**config.mk**
```make
export PLATFORM = sky130hd
export DESIGN_NAME = bike_mul_add_arbiter_flat
export DESIGN_NICKNAME = d
export VERILOG_FILES = /design/src/rtl/bike_mul_add_arbiter_if.sv /design/src/rtl/bike_mul_add_arbiter.sv /design/src/flat_wrapper.sv
export SDC_FILE = /design/constraint.sdc
export NUM_CORES = 1
export LEC_CHECK = 0
export ABC_AREA = 1
export CAP_MARGIN = 20
export CORE_AREA = 2 2 149 151
export CTS_BUF_LIST = sky130_fd_sc_hd__clkbuf_16
export DETAILED_ROUTE_END_ITERATION = 10
export DIE_AREA = 0 0 151 153
export SLEW_MARGIN = 0
export SYNTH_ARGS = -nofsm -noshare
export SYNTH_HDL_FRONTEND = slang
export SYNTH_SLANG_ARGS = --single-unit
```
**constraint.sdc**
```tcl
create_clock -name clk -period 1.35 [get_ports clk]
set_input_delay 0.135 -clock clk [delete_from_list [all_inputs] [get_ports clk]]
set_output_delay 0.135 -clock clk [all_outputs]
set_load 0.01 [all_outputs]
```
**src/rtl/bike_mul_add_arbiter_if.sv**
```systemverilog
// Bundle of requester handshakes, result strobes and the multiply-add unit bus
// shared between bike_mul_add_arbiter and whatever sits around it.
interface bike_mul_add_arbiter_if;
  logic        req0_valid;
  logic        req1_valid;
  logic        req0_ready;
  logic        req1_ready;
  logic [24:0] req0_a;
  logic [24:0] req1_a;
  logic [17:0] req0_b;
  logic [17:0] req1_b;
  logic [47:0] req0_c;
  logic [47:0] req1_c;
  logic        res0_valid;
  logic        res1_valid;
  logic [47:0] res_data;
  logic [24:0] mul_a;
  logic [17:0] mul_b;
  logic [47:0] mul_c;
  logic        mul_enable;
  logic        mul_resetn;
  logic [47:0] mul_dout;
  logic        idle;

  // Arbiter side
  modport slave (
    input  req0_valid, req1_valid, req0_a, req1_a, req0_b, req1_b, req0_c, req1_c,
    input  mul_dout,
    output req0_ready, req1_ready, res0_valid, res1_valid, res_data,
    output mul_a, mul_b, mul_c, mul_enable, mul_resetn, idle
  );

  // Requesters plus multiply-add unit side
  modport master (
    output req0_valid, req1_valid, req0_a, req1_a, req0_b, req1_b, req0_c, req1_c,
    output mul_dout,
    input  req0_ready, req1_ready, res0_valid, res1_valid, res_data,
    input  mul_a, mul_b, mul_c, mul_enable, mul_resetn, idle
  );
endinterface

```
**src/rtl/bike_mul_add_arbiter.sv**
```systemverilog
// Two-requester arbiter in front of a LATENCY-deep multiply-add unit, with a tag
// pipeline steering results back. Define BIKE_MULADD_ARB_FIXED_PRIO_EN for fixed req0 priority.
module bike_mul_add_arbiter #(
  parameter int LATENCY = 1
) (
  input logic              clk,
  input logic              reset,
  bike_mul_add_arbiter_if.slave bus
);

  logic               grant_valid;
  logic               grant_id;
  logic [LATENCY:1]   tag_valid_reg;
  logic [LATENCY:1]   tag_id_reg;
  logic               inflight_mid;
  logic               any_tag;

`ifdef BIKE_MULADD_ARB_FIXED_PRIO_EN
  always_comb begin
    grant_valid = 1'b0;
    grant_id    = 1'b0;
    if (!reset) begin
      if (bus.req0_valid) begin
        grant_valid = 1'b1;
        grant_id    = 1'b0;
      end else if (bus.req1_valid) begin
        grant_valid = 1'b1;
        grant_id    = 1'b1;
      end
    end
  end
`else
  logic last_grant_reg;

  always_comb begin
    grant_valid = 1'b0;
    grant_id    = 1'b0;
    if (!reset) begin
      if (bus.req0_valid && bus.req1_valid) begin
        // Contention goes to whoever was not granted last
        grant_valid = 1'b1;
        grant_id    = ~last_grant_reg;
      end else if (bus.req0_valid) begin
        grant_valid = 1'b1;
        grant_id    = 1'b0;
      end else if (bus.req1_valid) begin
        grant_valid = 1'b1;
        grant_id    = 1'b1;
      end
    end
  end

  always_ff @(posedge clk) begin
    if (reset) begin
      last_grant_reg <= 1'b1;
    end else if (grant_valid) begin
      last_grant_reg <= grant_id;
    end
  end
`endif

  always_ff @(posedge clk) begin
    if (reset) begin
      tag_valid_reg <= '0;
      tag_id_reg    <= '0;
    end else begin
      tag_valid_reg[1] <= grant_valid;
      tag_id_reg[1]    <= grant_id;
      for (int i = 2; i <= LATENCY; i++) begin
        tag_valid_reg[i] <= tag_valid_reg[i-1];
        tag_id_reg[i]    <= tag_id_reg[i-1];
      end
    end
  end

  // Operations still travelling through the unit keep it clocked
  genvar gi;
  generate
    if (LATENCY == 1) begin : g_enable_single
      assign inflight_mid = 1'b0;
    end else begin : g_enable_multi
      logic [LATENCY-1:1] mid_any;
      for (gi = 1; gi < LATENCY; gi++) begin : g_mid
        if (gi == 1) begin : g_first
          assign mid_any[gi] = tag_valid_reg[gi];
        end else begin : g_rest
          assign mid_any[gi] = tag_valid_reg[gi] | mid_any[gi-1];
        end
      end
      assign inflight_mid = mid_any[LATENCY-1];
    end
  endgenerate

  assign any_tag = |tag_valid_reg;

  assign bus.req0_ready = grant_valid & ~grant_id;
  assign bus.req1_ready = grant_valid & grant_id;

  assign bus.mul_a = grant_valid ? (grant_id ? bus.req1_a : bus.req0_a) : '0;
  assign bus.mul_b = grant_valid ? (grant_id ? bus.req1_b : bus.req0_b) : '0;
  assign bus.mul_c = grant_valid ? (grant_id ? bus.req1_c : bus.req0_c) : '0;

  // Gating with reset covers the first reset cycle, before the tag flush lands
  assign bus.mul_enable = ~reset & (grant_valid | inflight_mid);
  assign bus.mul_resetn = ~reset;

  assign bus.res0_valid = ~reset & tag_valid_reg[LATENCY] & ~tag_id_reg[LATENCY];
  assign bus.res1_valid = ~reset & tag_valid_reg[LATENCY] &  tag_id_reg[LATENCY];
  assign bus.res_data   = bus.mul_dout;

  assign bus.idle = reset | (~any_tag & ~grant_valid);

endmodule

```
**src/flat_wrapper.sv**
```systemverilog
// flat-port wrapper written by rule: the top's interface ports become plain ports
module bike_mul_add_arbiter_flat 
#(
  parameter int LATENCY = 1
)
  (clk, reset, bus_req0_valid, bus_req1_valid, bus_req0_a, bus_req1_a, bus_req0_b, bus_req1_b, bus_req0_c, bus_req1_c, bus_mul_dout, bus_req0_ready, bus_req1_ready, bus_res0_valid, bus_res1_valid, bus_res_data, bus_mul_a, bus_mul_b, bus_mul_c, bus_mul_enable, bus_mul_resetn, bus_idle);
  bike_mul_add_arbiter_if bus_i ();
  input logic clk;
  input logic reset;
  input wire logic [$bits(bus_i.req0_valid)-1:0] bus_req0_valid;
  input wire logic [$bits(bus_i.req1_valid)-1:0] bus_req1_valid;
  input wire logic [$bits(bus_i.req0_a)-1:0] bus_req0_a;
  input wire logic [$bits(bus_i.req1_a)-1:0] bus_req1_a;
  input wire logic [$bits(bus_i.req0_b)-1:0] bus_req0_b;
  input wire logic [$bits(bus_i.req1_b)-1:0] bus_req1_b;
  input wire logic [$bits(bus_i.req0_c)-1:0] bus_req0_c;
  input wire logic [$bits(bus_i.req1_c)-1:0] bus_req1_c;
  input wire logic [$bits(bus_i.mul_dout)-1:0] bus_mul_dout;
  output wire logic [$bits(bus_i.req0_ready)-1:0] bus_req0_ready;
  output wire logic [$bits(bus_i.req1_ready)-1:0] bus_req1_ready;
  output wire logic [$bits(bus_i.res0_valid)-1:0] bus_res0_valid;
  output wire logic [$bits(bus_i.res1_valid)-1:0] bus_res1_valid;
  output wire logic [$bits(bus_i.res_data)-1:0] bus_res_data;
  output wire logic [$bits(bus_i.mul_a)-1:0] bus_mul_a;
  output wire logic [$bits(bus_i.mul_b)-1:0] bus_mul_b;
  output wire logic [$bits(bus_i.mul_c)-1:0] bus_mul_c;
  output wire logic [$bits(bus_i.mul_enable)-1:0] bus_mul_enable;
  output wire logic [$bits(bus_i.mul_resetn)-1:0] bus_mul_resetn;
  output wire logic [$bits(bus_i.idle)-1:0] bus_idle;
  assign bus_i.req0_valid = bus_req0_valid;
  assign bus_i.req1_valid = bus_req1_valid;
  assign bus_i.req0_a = bus_req0_a;
  assign bus_i.req1_a = bus_req1_a;
  assign bus_i.req0_b = bus_req0_b;
  assign bus_i.req1_b = bus_req1_b;
  assign bus_i.req0_c = bus_req0_c;
  assign bus_i.req1_c = bus_req1_c;
  assign bus_i.mul_dout = bus_mul_dout;
  assign bus_req0_ready = bus_i.req0_ready;
  assign bus_req1_ready = bus_i.req1_ready;
  assign bus_res0_valid = bus_i.res0_valid;
  assign bus_res1_valid = bus_i.res1_valid;
  assign bus_res_data = bus_i.res_data;
  assign bus_mul_a = bus_i.mul_a;
  assign bus_mul_b = bus_i.mul_b;
  assign bus_mul_c = bus_i.mul_c;
  assign bus_mul_enable = bus_i.mul_enable;
  assign bus_mul_resetn = bus_i.mul_resetn;
  assign bus_idle = bus_i.idle;
  bike_mul_add_arbiter #(.LATENCY(LATENCY)) u_core (.clk(clk), .reset(reset), .bus(bus_i));
endmodule
```
==> results.md <==
- Tcrit/Tclk final: 1.18
- Max-slew headroom at the worst pin: 0.860
- I/O pins: 380
- Min-Delay Path Class: input pin to flop
- Violated checks: setup timing
- Area leader, netlist: sky130_fd_sc_hd__nand2_1
- Row cnt: 54
- DIE HEIGHT: around 150 µm
- Total Nets Final: 890
- Netlist area before placement: between 0.0015 and 0.002 mm²
- # DRC: 0
- Required arrival time at the worst endpoint: 1.22 ns
- Peak supply drop: between 0.2 and 0.3 mV
- Via density per instance: 3.77
- Warnings, synthesis: 0
- Die Area: 0.0231 mm²
- Post-DP HPWL: 9.44 mm
- Total negative slack for setup checks: -16.13 ns
- Number of endpoints with negative hold slack in the final report: 0
- Syn Inst Count: around 380
- Unique masters post-synth: 15
- Clock slew at the register clock pins of the worst setup and hold paths: 0.03 ns
- GR Overflow Total: 0
- Count of maximum capacitance violations: 0
- Share of layout cells above drive strength 1: 0.421
- Number of pins with negative max-slew slack in the final report: 0
- GRT Util Overall: 0.120
- Routability-driven placement congestion ratio: 0.733
- TritonCTS clock tree: built
- Horizontal extent of the die: roughly 150 µm
- Number of buffers added by the clock tree synthesis step: 3
- Filler Cells Inserted: around 2400
- Maximum number of pins on one net before global-route repair: 19
- Antenna Violating Nets Remaining: 0
- Avg Inst Size Synth: about 5.0 µm²
- Reg-to-reg slack, setup: 0.36 ns
- PwrDens: between 400 and 500 mW/mm²
- Clock latency of the later-clocked register in the worst-skew pair: roughly 0.22 ns
- Number of clock sinks: 3
- Initial Util: 0.0870
- Maximum clock frequency: about 630 MHz
- Outcome: finished with violations
- Number of antenna violations at the first check in global routing: 0
- Vias in the first global route: between 3000 and 4000
- Buffers on Ports: approximately 280
- Data arrival time of the worst path: 1.45 ns
- Area contributors post-synth: sky130_fd_sc_hd__nand2_1, sky130_fd_sc_hd__buf_4, sky130_fd_sc_hd__nand3_1
- Sequential-to-total area share from yosys stat: 0.0321
- Transition time at the pin with the least slew margin: between 0.2 and 0.25 ns
- Clock period minus worst slack: 1.59 ns
- Number of buffers on the longest clock path: 2
- Clock tree root driver cell: sky130_fd_sc_hd__clkbuf_16
- Footprint of the multi-input gates: around 0.0016 mm²
- Level count of the clock H-tree: 1
- Maximum net fanout on the critical path: 6
- Top library cells by usage in the layout, fill and taps aside: sky130_fd_sc_hd__clkdlybuf4s50_1, sky130_fd_sc_hd__nand2_1, sky130_fd_sc_hd__buf_2
- Area taken by flip-flops and latches: around 60 µm²
- Area growth from synthesis to layout: 206%
- Worst Setup Slack post-DPL: -0.826 ns
- Overall via count from detail_route: around 3500
- Wire per inst: approximately 16 µm
- DRT Pass-1 Iters: 4
- Crit Path Category: flop to primary output
- Area share of the largest cell type after synthesis: 0.367
- Post-synthesis net count: ~610
- Kind of launch point of the worst setup path: flop
- Core ar.: approximately 0.021 mm²
- Power Total: 2.47 mW
- Final setup violation count: 91
- RSZ-0062 raised after global routing: yes
- Leakage power figure: about 2.8 nW
- Antenna diodes: 0
- First-iteration detailed-routing DRC count: around 160
- Clock skew: 0.000913 ns
- Fraction of the core area covered by cells at the end of the flow: 0.266
- CP endpoint kind: primary output
- Flops & latches, synth: 3
- Routed Wire Length: around 15 mm
- Final setup margin: -0.238 ns
- First-pass GRT wire length: between 20 and 25 mm
- Most common library cell in the layout ignoring fill and taps: sky130_fd_sc_hd__clkdlybuf4s50_1
area by class of cell:
cell class              instances  share of cell area
repair buffers                351               0.626
clock inverters                 1            0.000656
multi-input cells             289               0.282
flip-flops and latches          3              0.0107
well taps                     280              0.0612
inverters                       8             0.00656
clock buffers                   3              0.0131
metal layers:
metal / track usage / part of all wire / vias up
met2: 0.229 / 0.51 / 193
met5: 0 / 0 / -
met1: 0.125 / 0.37 / 1563
li1: - / - / 1713
met3: 0.0221 / 0.075 / 53
met4: 0.0512 / 0.042 / 0
worst max-delay path, cell delays in order (launching register included):
cell and delay [ns]:
sky130_fd_sc_hd__dfxtp_2 0.32, sky130_fd_sc_hd__nand2_2 0.07, sky130_fd_sc_hd__nand3_4 0.11, sky130_fd_sc_hd__inv_8 0.06
sky130_fd_sc_hd__buf_6 0.12, sky130_fd_sc_hd__buf_12 0.13, sky130_fd_sc_hd__buf_16 0.14, sky130_fd_sc_hd__nor3_4 0.10
sky130_fd_sc_hd__buf_2 0.15
timing repair:
item	in CTS	in global routing
gates cloned	15	4
resized for setup	498	76
pin swaps	27	25
setup endpoints to repair	98	95
hold buffers	0	0
buffers inserted	20	6
cells by family after synthesis:
family	after synthesis	synth area share
compound gates	4	0.0107
buf+inv	85	0.319
simple gates	285	0.638
flops	3	0.0321
cell usage after synthesis:
master and count:
sky130_fd_sc_hd__nand2_1 183, sky130_fd_sc_hd__nand3_1 90, sky130_fd_sc_hd__buf_4 63, sky130_fd_sc_hd__buf_2 9, sky130_fd_sc_hd__nor2_1 9, sky130_fd_sc_hd__inv_1 6, sky130_fd_sc_hd__buf_6 4, sky130_fd_sc_hd__a21oi_1 3
sky130_fd_sc_hd__dfxtp_1 3, sky130_fd_sc_hd__inv_2 2, sky130_fd_sc_hd__clkbuf_1 1, sky130_fd_sc_hd__nand3_2 1, sky130_fd_sc_hd__nor2_2 1, sky130_fd_sc_hd__nor3_1 1, sky130_fd_sc_hd__o21ai_0 1
per-stage QoR:
| step | hold slack [ns] | instances | area, µm² |
|---|---|---|---|
| after detailed placement | 0.270 | 893 | 4810 |
| final | 0.246 | 935 | 5720 |
| after global placement | 0.270 | 893 | 4810 |
| after CTS | 0.229 | 931 | 5460 |
| after global routing | 0.258 | 935 | 5720 |
| after floorplan | 0.207 | 377 | 1870 |
power by group:
group	total [mW]	switching (mW)	leakage (nW)	internal (mW)
Clock	0.459	0.0777	0.0423	0.382
Sequential	0.0985	0.00291	0.0247	0.0956
Combinational	1.92	0.777	2.74	1.14
worst paths after layout:
check,start,to,cells after the start
setup / recovery,u_core.last_grant_reg,bus_req0_ready,8
hold / removal,bus_req1_valid,u_core.last_grant_reg,3
hold reg to reg,u_core.last_grant_reg,u_core.last_grant_reg,2
setup reg to reg,u_core.last_grant_reg,u_core.tag_id_reg,5
Power figures use the tool's default switching activity.
